==> config.mk <==
export PLATFORM = sky130hd
export DESIGN_NAME = inst_fetch
export DESIGN_NICKNAME = d
export VERILOG_FILES = /design/src/rtl/inst_fetch.sv
export SDC_FILE = /design/constraint.sdc
export NUM_CORES = 1
export LEC_CHECK = 0
export ABC_AREA = 1
export CAP_MARGIN = 10
export CORE_MARGIN = 2
export CORE_UTILIZATION = 41
export DETAILED_ROUTE_END_ITERATION = 8
export GPL_ROUTABILITY_DRIVEN = 0
export PLACE_DENSITY_LB_ADDON = 0.2
export SYNTH_ARGS = -nofsm -noshare
export SYNTH_HDL_FRONTEND = slang
export SYNTH_SLANG_ARGS = --single-unit
==> constraint.sdc <==
create_clock -name clk -period 1.6 [get_ports clk]
set_clock_uncertainty 0.05 [all_clocks]
set_input_delay 0.24 -clock clk [delete_from_list [all_inputs] [get_ports clk]]
set_output_delay 0.24 -clock clk [all_outputs]
set_load 0.02 [all_outputs]
==> src/rtl/inst_fetch.sv <==
// -----------------------------------------------------------------------------
// inst_fetch
//
// Fetch-side initiator for the instruction memory. It owns the PC, issues
// word-addressed requests, and captures returned instructions into a
// one-entry output register that decode drains with a ready/valid handshake.
// It also applies PC redirects from branch/jump resolution and watches for
// requests the memory never answers.
//
// Parameters:
//   RESET_PC : byte PC loaded on reset (4-byte aligned)
//   TIMEOUT  : unanswered requesting cycles before the error state (0 = off)
//   CNT_W    : timeout counter width, 2**CNT_W > TIMEOUT
//
// Ports:
//   clk              in   rising-edge clock
//   rst              in   asynchronous reset, active LOW
//   fetch_req        out  request to instruction memory
//   fetch_addr       out  word address {2'b00, pc[31:2]}
//   request_data     in   instruction returned by memory
//   fetch_data_valid in   request_data is valid for fetch_addr
//   inst             out  captured instruction for decode
//   inst_pc          out  byte PC of inst
//   inst_valid       out  inst/inst_pc valid
//   inst_ready       in   decode accepts inst this cycle
//   redirect         in   load redirect_pc and flush
//   redirect_pc      in   redirect byte target
//   pc               out  current fetch PC (byte address)
//   fetch_err        out  sticky error (timeout or misaligned redirect)
// -----------------------------------------------------------------------------
module inst_fetch #(
    parameter logic [31:0] RESET_PC = 32'h0000_0000,
    parameter int unsigned TIMEOUT  = 16,
    parameter int unsigned CNT_W    = 8
) (
    input  logic        clk,
    input  logic        rst,
    output logic        fetch_req,
    output logic [31:0] fetch_addr,
    input  logic [31:0] request_data,
    input  logic        fetch_data_valid,
    output logic [31:0] inst,
    output logic [31:0] inst_pc,
    output logic        inst_valid,
    input  logic        inst_ready,
    input  logic        redirect,
    input  logic [31:0] redirect_pc,
    output logic [31:0] pc,
    output logic        fetch_err
);

    typedef enum logic [1:0] {
        S_IDLE  = 2'd0,
        S_FETCH = 2'd1,
        S_ERR   = 2'd2
    } state_t;

    localparam logic [CNT_W-1:0] TIMEOUT_CNT = CNT_W'(TIMEOUT);
    localparam bit               TIMEOUT_EN  = (TIMEOUT != 0);

    state_t             state_reg,      state_next;
    logic [31:0]        pc_reg,         pc_next;
    logic [31:0]        inst_reg,       inst_next;
    logic [31:0]        inst_pc_reg,    inst_pc_next;
    logic               inst_valid_reg, inst_valid_next;
    logic [CNT_W-1:0]   cnt_reg,        cnt_next;
    logic [CNT_W-1:0]   cnt_inc;

    // A request goes out only when the output slot is free or being drained
    // this cycle, so a stalled decode never has data dropped on the floor.
    assign fetch_req  = (state_reg == S_FETCH) && (!inst_valid_reg || inst_ready);
    assign fetch_addr = {2'b00, pc_reg[31:2]};
    assign pc         = pc_reg;
    assign inst       = inst_reg;
    assign inst_pc    = inst_pc_reg;
    assign inst_valid = inst_valid_reg;
    assign fetch_err  = (state_reg == S_ERR);

    assign cnt_inc    = cnt_reg + CNT_W'(1);

    always_comb begin
        state_next      = state_reg;
        pc_next         = pc_reg;
        inst_next       = inst_reg;
        inst_pc_next    = inst_pc_reg;
        inst_valid_next = inst_valid_reg;
        cnt_next        = cnt_reg;

        if (state_reg != S_ERR && redirect) begin
            // Redirect beats everything, including a same-cycle response and
            // a timeout expiring on this edge: the in-flight fetch is dead.
            inst_valid_next = 1'b0;
            cnt_next        = '0;
            if (redirect_pc[1:0] != 2'b00) begin
                state_next = S_ERR;
            end else begin
                pc_next    = redirect_pc;
                state_next = S_FETCH;
            end
        end else begin
            case (state_reg)
                S_IDLE: begin
                    state_next = S_FETCH;
                end
                S_FETCH: begin
                    if (fetch_req && fetch_data_valid) begin
                        // Capture wins over a same-cycle consume: the slot is
                        // simply refilled with the new instruction.
                        inst_next       = request_data;
                        inst_pc_next    = pc_reg;
                        inst_valid_next = 1'b1;
                        pc_next         = pc_reg + 32'd4;
                        cnt_next        = '0;
                    end else begin
                        if (inst_valid_reg && inst_ready) begin
                            inst_valid_next = 1'b0;
                        end
                        if (fetch_req) begin
                            cnt_next = cnt_inc;
                            if (TIMEOUT_EN && cnt_inc == TIMEOUT_CNT) begin
                                state_next      = S_ERR;
                                inst_valid_next = 1'b0;
                            end
                        end
                    end
                end
                S_ERR: begin
                    inst_valid_next = 1'b0;
                end
                default: begin
                    state_next      = S_ERR;
                    inst_valid_next = 1'b0;
                end
            endcase
        end
    end

    always_ff @(posedge clk or negedge rst) begin
        if (!rst) begin
            state_reg      <= S_IDLE;
            pc_reg         <= RESET_PC;
            inst_reg       <= '0;
            inst_pc_reg    <= '0;
            inst_valid_reg <= 1'b0;
            cnt_reg        <= '0;
        end else begin
            state_reg      <= state_next;
            pc_reg         <= pc_next;
            inst_reg       <= inst_next;
            inst_pc_reg    <= inst_pc_next;
            inst_valid_reg <= inst_valid_next;
            cnt_reg        <= cnt_next;
        end
    end

endmodule

# Word-level counts from Yosys, hierarchy flattened
# Cells that the tools add are included.
# W data, S select, Z words.
totals:
  output_inout_bits: 131
  elab_cells: 54
  reg_bits: 107
  inputBits: 69
op_classes:
  n_mux: 20
  n_eq_ne: 10
  bitwise: 1
  n_addsub: 2
  reduce_logical: 15
ops:
  columns: ["op", "n"]
  rows:
  - ["$mux W32", 4]
  - ["$add A32 B3 Y32 const B", 1]
  - ["$mux W8", 4]
  - ["$mux W2", 5]
  - ["$add A8 B1 Y8 const B", 1]
  - ["$eq A8 B5 Y1 const B", 1]
  - ["$ne A2 B2 Y1 const B", 3]
  - ["$pmux W2 S3", 1]
  - ["$reduce_and A3 Y1", 2]
  - ["$reduce_bool A2 Y1", 3]
  - ["$mux W1", 5]
  - ["$logic_and A1 B1 Y1", 4]
  - ["$reduce_and A4 Y1", 1]
  - ["$ne A3 B1 Y1 const B", 1]
  - ["$ne A3 B2 Y1 const B", 1]
  - ["$ne A3 B3 Y1 const B", 1]
  - ["$reduce_bool A3 Y1", 1]
  - ["$eq A2 B1 Y1 const B", 1]
  - ["$eq A2 B2 Y1 const B", 1]
  - ["$logic_not A2 Y1", 1]
  - ["$ne A2 B1 Y1 const B", 1]
  - ["$pmux W1 S2", 1]
  - ["$reduce_and A2 Y1", 1]
  - ["$logic_not A1 Y1", 1]
  - ["2 further kinds", 2]

# Logic depth before layout (Yosys ltp)
depth:
  depth_word: 7
  mapped_depth: 12
  mapped_depth_nobuf: 12

# Worst setup path before layout
# No wires, ideal clock.
synth_timing:
  kind: "reg2reg"
  start: "register pc_reg[2] (netlist: pc[2])"
  end: "register pc_reg[14] (netlist: pc[14])"
  stages_incl_launch_ff: 11
  setup_slack_ps: -258
  path_buffers: 0
  setup_time_ps: 126
  t_required_ps: 1424
  arrival_time_ps: 1682
  synth_period_minus_slack_ps: 1858
  path_cell_list: "dfrtp_1 -> ha_1 -> nand2_1 -> nor2_4 -> nand2_1 -> nor2_2 -> nand2_1 -> nor2_1 -> nand2_1 -> o21ai_0 -> a21oi_1"
synth_between:
  elab_chain_cells: 4
synth_rtl:
  columns: ["item", "line", "rtl"]
  rows:
  - ["start, declared", "62", "logic [31:0] pc_reg, pc_next;"]
  - ["start signal, assigned", "148", "pc_reg <= pc_next;"]
  - ["$add A32 B3 Y32", "112", "pc_next = pc_reg + 32'd4;"]
  - ["$mux W32", "106", "if (fetch_req && fetch_data_valid) begin"]
  - ["$mux W32", "101", "case (state_reg)"]
  - ["$mux W32", "89", "if (state_reg != S_ERR && redirect) begin"]
# No other way between the ends. The select of a mux whose other input is x is not followed.
# A chain may end at the register's enable or synchronous reset.

# Worst setup path in the final report
layout_timing:
  start: "register state_reg[1]"
  end: "output port fetch_req"
layout_between:
  elab_chain_cells: 2
layout_rtl:
  columns: ["item", "line", "rtl"]
  rows:
  - ["start, declared", "61", "state_t state_reg, state_next;"]
  - ["start signal, assigned", "147", "state_reg <= state_next;"]
  - ["$eq A2 B1 Y1", "71", "assign fetch_req = (state_reg == S_FETCH) && (!inst_valid_reg || inst_ready);"]
  - ["$logic_and A1 B1 Y1", "71", null]
  - ["end, declared", "38", "output logic fetch_req,"]
# No other way between the ends.

==> summary.txt <==
Outcome
  – Status: finished, violations left
  – Failing checks: setup timing

Yosys
  – Top FF cell, synth: dfrtp_1
  – Count leader, synth: nand2_1
  – Post-synth top area cell: dfrtp_1
  – Synthesis warning total: 0
  – Largest family of logic cells by synthesized area: simple AND/OR/NAND/NOR gates
  – Flops & latches, synth: around 110
  – Synth Area in Adders: 0.00447
  – EDFF count, synth: 0
  – Cells after Synth: between 700 and 800
  – Synth Area in Compound Gates: 0.0901
  – Synth area leaders: dfrtp_1 48%, nand2_1 18%, nor2_1 5.2%, buf_4 4.7%, nand3_1 4.5%
  – Async SR Flop Fraction: 1.00
  – Synth top cells by count: 264 x nand2_1, 107 x dfrtp_1, 78 x nor2_1, 52 x inv_1, 50 x nand3_1
  – Synth Area in Simple Gates: 0.307
  – Cell area after synthesis: around 0.0056 sq mm
  – Post-synthesis mux area share: 0
  – XOR/XNOR share of the synthesized area: 0.00470
  – Post-synth top area share: 0.479
  – Yosys cell types: 33
  – Avg Cell Area, Syn: roughly 7.6 sq um
  – Sequential share of the synthesized area: 0.479

Die
  – Die height: 121 microns
  – I/O pin cnt: 200
  – FP Rows: 42
  – Core Box Area: between 0.01 and 0.015 sq mm
  – Die width: between 100 and 150 microns
  – Starting density of the core: 0.421
  – Area of the die: around 0.015 sq mm

Routing
  – Final wirelength: approximately 18 mm
  – Vias/cell: 4.96
  – Residual DRC count: 0
  – Violation count after the first detailed-routing iteration: about 400
  – Drt pass-1 iters: 5
  – Routed len/inst: ~15 microns
  – Final ANT Viol Nets: 0
  – Total number of vias: roughly 6k

Job
  – Number of max-cap violations: 0

Critical path
  – Largest stage delay, worst path: just under 0.4 ns
  – Slowest-stage cell, CP: dfrtp_1
  – Worst path cell trace: buf_4 -> nor2_4 -> inv_2 -> nor2_4 -> buf_2
  – Crit path DAT: approximately 1.4 ns
  – Crit path max-delay family: flip-flops
  – WP data required: ~1.3 ns
  – Crit path depth: 5
  – Worst setup EP type: output pin
  – CP max FO: 3
  – Crit path buffers/inverters: 3
  – Startpoint class of the critical path: register
  – Cell repeated most along the worst path: nor2_4
  – Worst R2R Path Depth: 11
  – Critical path class: register to output pin
  – Reg2reg setup slack: -0.06 ns

Timing
  – Fmax: about 600 MHz
  – Fin crit share: 1.04
  – Final Setup Violations: 29
  – Crit path time final: approximately 1.7 ns
  – Slew Limit Fails: 0
  – Final Worst Setup Slack: -0.0609 ns
  – RSZ-0062 raised after global routing: yes
  – Hold_ws: about 0.18 ns
  – Hold Violations, Final: 0

Layout
  – Core Util, Final: 0.671
  – Area growth, synth to finish: 59.4%
  – Share of cells above drive strength 1: 0.209
  – Diode count: 0
  – Final nets: 1081
  – Fillers: 1184

Power
  – Lkg Pwr: between 0.004 and 0.005 uW
  – Worst vdd ir: approximately 0.9 mV
  – Sw Ratio: 0.445
  – Power per cell area: around 1900 mW/mm^2
  – Sequential fraction of design power: 0.275
  – Clk pwr share: 0.140
  – Switching pwr: roughly 7500 uW
  – Combinational Power Share: 0.585
  – P_int: 9350 uW

Placement
  – Final HPWL DP: about 13 mm
  – Port bufs: about 200

Global route
  – Antenna violations before repair: 0
  – Total congestion overflow: 0
  – First-pass GRT wire length: 28.0 mm
  – Gr usage total: 0.245
  – Vias in the first global route: between 5k and 6k
  – Largest net degree at the start of global routing: 77

Clock network
  – Root Buffer: clkbuf_16
  – CTS tree: done
  – Clk buf depth: 2
  – Clock sinks: 107
  – Clock latency reported for the late side of the worst-skew pair: approximately 0.36 ns
  – TritonCTS Buffers: 9
  – Clock-pin slew on the worst setup and hold paths: approximately 0.07 ns
  – H-tree levels: 3

Hold path
  – Hold Crit Class: input port to asynchronous set/reset pin
[stage by stage]
| stage | setup TNS (ns) | worst slack (ns) | area, sq um | total power, uW | std cells |
|---|---|---|---|---|---|
| floorplan | -0.152 | -0.0803 | 5630 | 9770 | 741 |
| global placement | -7.84 | -0.239 | 8170 | 14400 | 1150 |
| detailed placement | -11.46 | -0.250 | 8170 | 14500 | 1150 |
| CTS | -1.97 | -0.129 | 8590 | 16400 | 1182 |
| global route | -6.82 | -0.172 | 8920 | 17900 | 1191 |
| finish | -1.07 | -0.0609 | 8920 | 16800 | 1191 |
[power by group through the flow]
stage | clock (uW) | combinational [uW] | sequential, uW
final | 2350 | 9850 | 4640
after global routing | 2510 | 10600 | 4790
after CTS | 2390 | 9330 | 4640
after detailed placement | 0 | 9770 | 4690
after global placement | 0 | 9680 | 4680
after floorplan | 0 | 3720 | 6050
[worst paths after layout]
kind,start,end
setup / recovery,state_reg[1],fetch_req
hold / removal,rst,inst[5]
setup reg to reg,state_reg[1],pc[29]
hold reg to reg,inst[12],inst[12]
max in group asynchronous,rst,pc[2]
min in group clk,request_data[30],inst[30]
[cells in the final DEF (no fill, tap or decap), drive strengths merged, types with 2 or more instances in the layout]
cell type	Yosys	layout
buf	54	117
a31oi	2	2
o22ai	7	7
clkdlybuf4s15	0	4
nand3	51	51
conb	1	2
o21ai	70	70
a32oi	2	2
nor2	84	84
dlygate4sd2	0	111
ha	2	2
clkbuf	4	17
dlymetal6s2s	0	10
xor2	3	3
dfrtp	107	107
inv	57	60
nand2	266	266
nand4	7	7
a21oi	5	5
nor3	9	9
a22oi	2	2
clkdlybuf4s50	0	67
[per-layer routing]
metal	wire, microns	global-route usage	share of wire	vias up
met5	0	0	0	-
met3	1440	0.0401	0.078	29
met4	307	0.0799	0.017	0
met1	8060	0.340	0.44	2730
li1	-	-	-	2877
met2	8560	0.389	0.47	274
[kinds of logic (layout without fill, tap and decap cells)]
group,after synthesis,count (layout)
AOI/OAI and AO/OA,93,93
xor gates and xnor gates,3,3
adders and majority gates,2,2
buffers and inverters,116,390
DFF,107,107
other,1,2
and+or+nand+nor,418,418
[area by class of cell]
class	instances	area, sq um	share of cell area
sequential	107	2680	0.301
tap	176	220	0.0247
multi-input combinational	518	2550	0.286
clock buffer	12	256	0.0288
inverter	58	228	0.0255
clock inverter	4	55.1	0.00617
timing repair inverter	1	6.26	0.000701
timing repair buffer	315	2920	0.327
[timing repair]
| action | 4_1_cts | 5_1_grt |
|---|---|---|
| buffers inserted | 12 | 7 |
| gates resized for setup | 158 | 78 |
| endpoints found under the hold margin | 107 | 0 |
| cloned | 3 | 3 |
| hold buffers | 1 | 0 |
| setup endpoints to repair | 150 | 111 |
| pin swaps | 1 | 16 |
No activity file was read; power rests on OpenSTA's default activity.
==> variant 1: new RTL, config.mk and constraints unchanged <==
Change the parameter `CNT_W` from 8 to 7.
--- a/src/rtl/inst_fetch.sv
+++ b/src/rtl/inst_fetch.sv
@@ -31,7 +31,7 @@
 module inst_fetch #(
     parameter logic [31:0] RESET_PC = 32'h0000_0000,
     parameter int unsigned TIMEOUT  = 16,
-    parameter int unsigned CNT_W    = 8
+    parameter int unsigned CNT_W    = 7
 ) (
     input  logic        clk,
     input  logic        rst,
Formal check against the unedited RTL: no difference found for any inputs over 4 cycles, from zero or initial values and one cycle with rst low; that may be too few to reach the edited logic, so the function may still have changed.
==> variant 1 against the unedited design <==
The flow still finishes with violations (setup timing). Routed wire length shrank 7.6%. Sequential cell count shrank 1. Worst setup slack gained 0.017 ns. Synthesized area shrank 0.89%. Power shrank 8.0%. Die area shrank 0.87%. First-iteration DRC count shrank 7.5%. Maximum frequency grew 1.1%. Critical endpoint is now pc[16]. Cell area shrank 5.7%. Via count shrank 4.4%. Clock power shrank 12%. Final cell count shrank 5.0%.
==> variant 1: results (changes against the unedited design) <==
| Metric | Value |
|---|---|
| NetSw | `0.00708 W (-5.5%)` |
| Class of the most critical hold timing path | `in2reg` |
| Final setup viols | `1 (-97%)` |
| Post-detail-place hpwl | `12,200 um (-4.1%)` |
| Placed Area | `7850 um^2 (-3.8%)` |
| Status | `finished with violations` |
| Largest net degree at the start of global routing | `107 (+39%)` |
| Leak | `4.34 nW (-6.2%)` |
| Met3 Resource Use GR | `0.0401 (unchanged)` |
| Nets | `1,022 (-5.5%)` |
| Final worst slack | `-0.0436 ns (+0.0173 ns)` |
| Root buf cell | `clkbuf_16` |
| Peak VDD IR | `0.938 mV (+7.3%)` |
| Violated checks | `setup timing` |
| Share of cells above drive strength 1 | `0.178 (-0.0310)` |
| Combinational cell power | `0.00872 W (-11%)` |
| M2 GR Usage | `0.385 (-0.00489)` |
| Worst EP arrival | `1.82 ns (+0.45 ns)` |
| Detail-routed net length per standard cell | `15.0 um (-2.8%)` |
| Vias/cell | `4.99 (+0.58%)` |
| Most frequent cells after synthesis | `nand2_1 (271), dfrtp_1 (106), nor2_1 (75)` |
| Met1 WL | `7140 um (-11%)` |
| Reg power frac | `0.304 (+0.029)` |
| Distinct cells, synth | `40 (+21%)` |
| Met3 Routed Length | `1150 um (-20%)` |
| Crit-path max FO | `4 (+1)` |
| Non-Filler Instances | `1,132 (-5.0%)` |
| Global-route wire length before repair | `26,200 um (-6.2%)` |
| Met2 WL | `8270 um (-3.4%)` |
| Vias in the first global route | `5,386 (-1.5%)` |
| Synth area leaders | `dfrtp_1 (48%), nand2_1 (18%), nor2_1 (5.1%), buf_4 (4.6%), nand3_1 (4.1%)` |
| Slowest cell on the critical path | `dfrtp_2` |
| CTS Buf Count | `9 (unchanged)` |
| Switching part of the total | `0.457 (+0.0120)` |
| Initial DRC count | `371 (-7.5%)` |
| Sequential area share after synthesis | `0.478 (about the same)` |
| GR Util met1 | `0.289 (-0.0509)` |
| Worst path max stage delay | `0.36 ns (-0.03 ns)` |
| GRT Total Usage | `0.227 (-0.0172)` |
| Post-Place Setup Slack | `-0.198 ns (+0.0521 ns)` |
==> variant 1: stage by stage <==
step                      hold WS (ns)  setup TNS (ns)
after floorplan                 -0.106               0
final                            0.388         -0.0436
after global routing             0.392          -0.663
after global placement           0.304           -4.19
after detailed placement         0.311           -8.98
after CTS                        0.380               0
==> variant 1: cell type report <==
type                    instances  area, um^2
multi-input cells             519        2490
clock buffers                  10         229
repair buffers                266        2560
fillers                      1168        4830
flip-flops and latches        106        2680
inverters                      49         193
well taps                     176         220
clock inverters                 6        43.8
==> variant 1: worst paths after layout <==
kind / cells past startpoint / end / start / slack (ns)
max: 8 / pc[16] / pc[2] / -0.04
max in group asynchronous: 3 / pc[25] / rst / 0.55
min in group asynchronous: 3 / inst_pc[3] / rst / 0.43
min reg2reg: 2 / inst[30] / inst[30] / 0.42
max reg2reg: 8 / pc[16] / pc[2] / -0.04
min: 3 / inst[3] / request_data[3] / 0.39
==> variant 1: timing repair <==
| item | CTS | global route |
|---|---|---|
| resized for setup | 126 | 78 |
| hold buffers | 1 | 0 |
| setup endpoints to repair | 115 | 87 |
| pin swaps | 1 | 8 |
| setup buffers | 2 | 11 |
| hold endpoints to repair | 106 | 0 |
| cloned | 1 | 2 |
==> variant 1: kinds of logic (layout without fill, tap and decap cells) <==
family                     Yosys count  count (layout)  synth area share
adders and majority gates            2               2           0.00451
and+or+nand+nor                    425             425             0.322
buffers and inverters              106             331             0.102
other                                1               2          0.000676
DFF                                106             106             0.478
xor gates and xnor gates             5               5           0.00790
AOI/OAI and AO/OA                   85              85            0.0849
==> variant 1: worst max-delay path: cells and delay by family, from the launching register on <==
| family | cells | cell delay [ns] |
|---|---|---|
| and+or+nand+nor | 4 | 0.54 |
| AOI/OAI and AO/OA | 3 | 0.38 |
| DFF | 1 | 0.36 |
| adders and majority gates | 1 | 0.20 |
==> variant 2: new RTL, config.mk and constraints unchanged <==
Without the edit above. Make the reset (`rst`) synchronous in one clocked block. Comments in the files are not updated.
--- a/src/rtl/inst_fetch.sv
+++ b/src/rtl/inst_fetch.sv
@@ -135,7 +135,7 @@
         end
     end
 
-    always_ff @(posedge clk or negedge rst) begin
+    always_ff @(posedge clk) begin
         if (!rst) begin
             state_reg      <= S_IDLE;
             pc_reg         <= RESET_PC;
Behaviour: differs if rst is asserted again (counterexample within 4 cycles, from zero or initial values and one cycle with rst low); with rst held inactive, the same outputs for 4 cycles.
==> variant 2 against the unedited design <==
Count of clock-buffer cells in the layout decreased by 1. Routed wire length fell by 8.3%. Cell area fell by 6.6%. Critical endpoint is now inst[29]. Largest cell class is now multi-input gates. Sequential cell count unchanged. Worst setup slack improved by 0.081 ns. Synthesized area down 4.3%. Critical path depth down 4.
Power is not compared: it rests on default switching activity, and its combinational part moved more than twofold at a synthesized area within 25%.
==> variant 2: results (changes against the unedited design) <==
| Metric | Value |
|---|---|
| Initial antenna violation count | `0 (unchanged)` |
| Class of the most critical hold timing path | `in2reg` |
| Top FF cell, synth | `dfxtp_1` |
| Reg clk slew, reported paths | `0.07 ns (about the same)` |
| Final setup viols | `0 (-100%)` |
| Met1 WL | `7480 um (-7.2%)` |
| Via count | `5,815 (-1.6%)` |
| Fill cells | `1,188 (+0.34%)` |
| Leak | `approximately 4.2 nW` |
| Initial DRC count | `450 (+12%)` |
| Placed Area | `7740 um^2 (-5.2%)` |
| GR Util met1 | `0.302 (-0.0381)` |
| Post-detail-place hpwl | `12,100 um (-4.8%)` |
| Met3 Routed Length | `894 um (-38%)` |
| Sequential area share after synthesis | `0.400 (-0.0785)` |
| Clock power frac | `0.253` |
| Global-route wire length before repair | `26,400 um (-5.7%)` |
| Largest net degree at the start of global routing | `73 (-5.2%)` |
| Switching part of the total | `0.366` |
| Post-Syn Area per Cell | `6.75 um^2 (-11%)` |
| Comb pwr share | `0.398` |
| H-tree Lvls | `3 (unchanged)` |
| Met3 Resource Use GR | `0.0347 (-0.00535)` |
| CTS Buf Count | `9 (unchanged)` |
| CP delay by family, top | `buffers and inverters` |
| Nets | `1,085 (+0.37%)` |
| Vias/cell | `4.88 (-1.6%)` |
| Fin util | `0.657 (-0.0135)` |
| M2 GR Usage | `0.390 (about the same)` |
| # diodes | `0 (unchanged)` |
| Worst EP arrival | `1.29 ns (-0.08 ns)` |
| Distinct cells, synth | `35 (+6.1%)` |
| Synth area leaders | `dfxtp_1 (40%), nor2_1 (12%), nand2_1 (12%), o21ai_0 (8.3%), buf_4 (5.2%)` |
| Vias in the first global route | `5,253 (-3.9%)` |
| Port bufs | `197 (unchanged)` |
| GRT Total Usage | `0.232 (-0.0127)` |
| Detail-routed net length per standard cell | `14.1 um (-8.3%)` |
| Crit-path max FO | `2 (-1)` |
| Slowest cell on the critical path | `clkdlybuf4s50_1` |
| Yosys warns | `0 (unchanged)` |
| Clock Latency Late Sink | `0.35 ns` |
| Worst path max stage delay | `0.60 ns (+0.21 ns)` |
| Ys async rst share | `0 (-1.00)` |
| Top Layer Used | `met4` |
| Clk power | `0.00246 W` |
| Met2 WL | `8110 um (-5.2%)` |
| Peak VDD IR | `0.529 mV` |
| Most frequent cells after synthesis | `nor2_1 (172), nand2_1 (169), dfxtp_1 (107)` |
| Placed cells | `1,169 (+1.7%)` |
| Pre-antenna DRT Iters | `7 (+2)` |
| Status | `finished, final reports clean` |
| Share of cells above drive strength 1 | `0.176 (-0.0332)` |
| Clock tree buffer depth | `2 (unchanged)` |
| Root buf cell | `clkbuf_16` |
| Post-Place Setup Slack | `-0.244 ns (+0.00575 ns)` |
==> variant 2: area by class of cell <==
type / count / area share
well taps: 172 / 0.0258
repair buffers: 276 / 0.316
inverters: 47 / 0.0222
clock inverters: 5 / 0.00991
multi-input cells: 573 / 0.334
clock buffers: 11 / 0.0291
flip-flops and latches: 107 / 0.262
==> variant 2: cells by family after synthesis <==
logic type / share of synthesized area
AOI/OAI and AO/OA: 0.153
xor gates and xnor gates: 0.00327
adders and majority gates: 0.00467
buffers and inverters: 0.112
DFF: 0.400
other: 0.000701
and+or+nand+nor: 0.326
==> variant 2: worst paths after layout <==
kind                            slack (ns)     start       end  cells after the start
worst max-delay path                  0.02  inst[29]  inst[29]                      1
worst min-delay path                  0.34       rst    pc[17]                      4
worst max register to register        0.03    pc[11]    pc[25]                      8
worst min register to register        0.42  inst[11]  inst[11]                      2
==> variant 2: what timing repair did <==
action                     4_1_cts  5_1_grt
hold endpoints to repair         0        0
resized for setup               99      102
setup endpoints to repair       92      100
buffers inserted                 1        5
pin swaps                        4       15
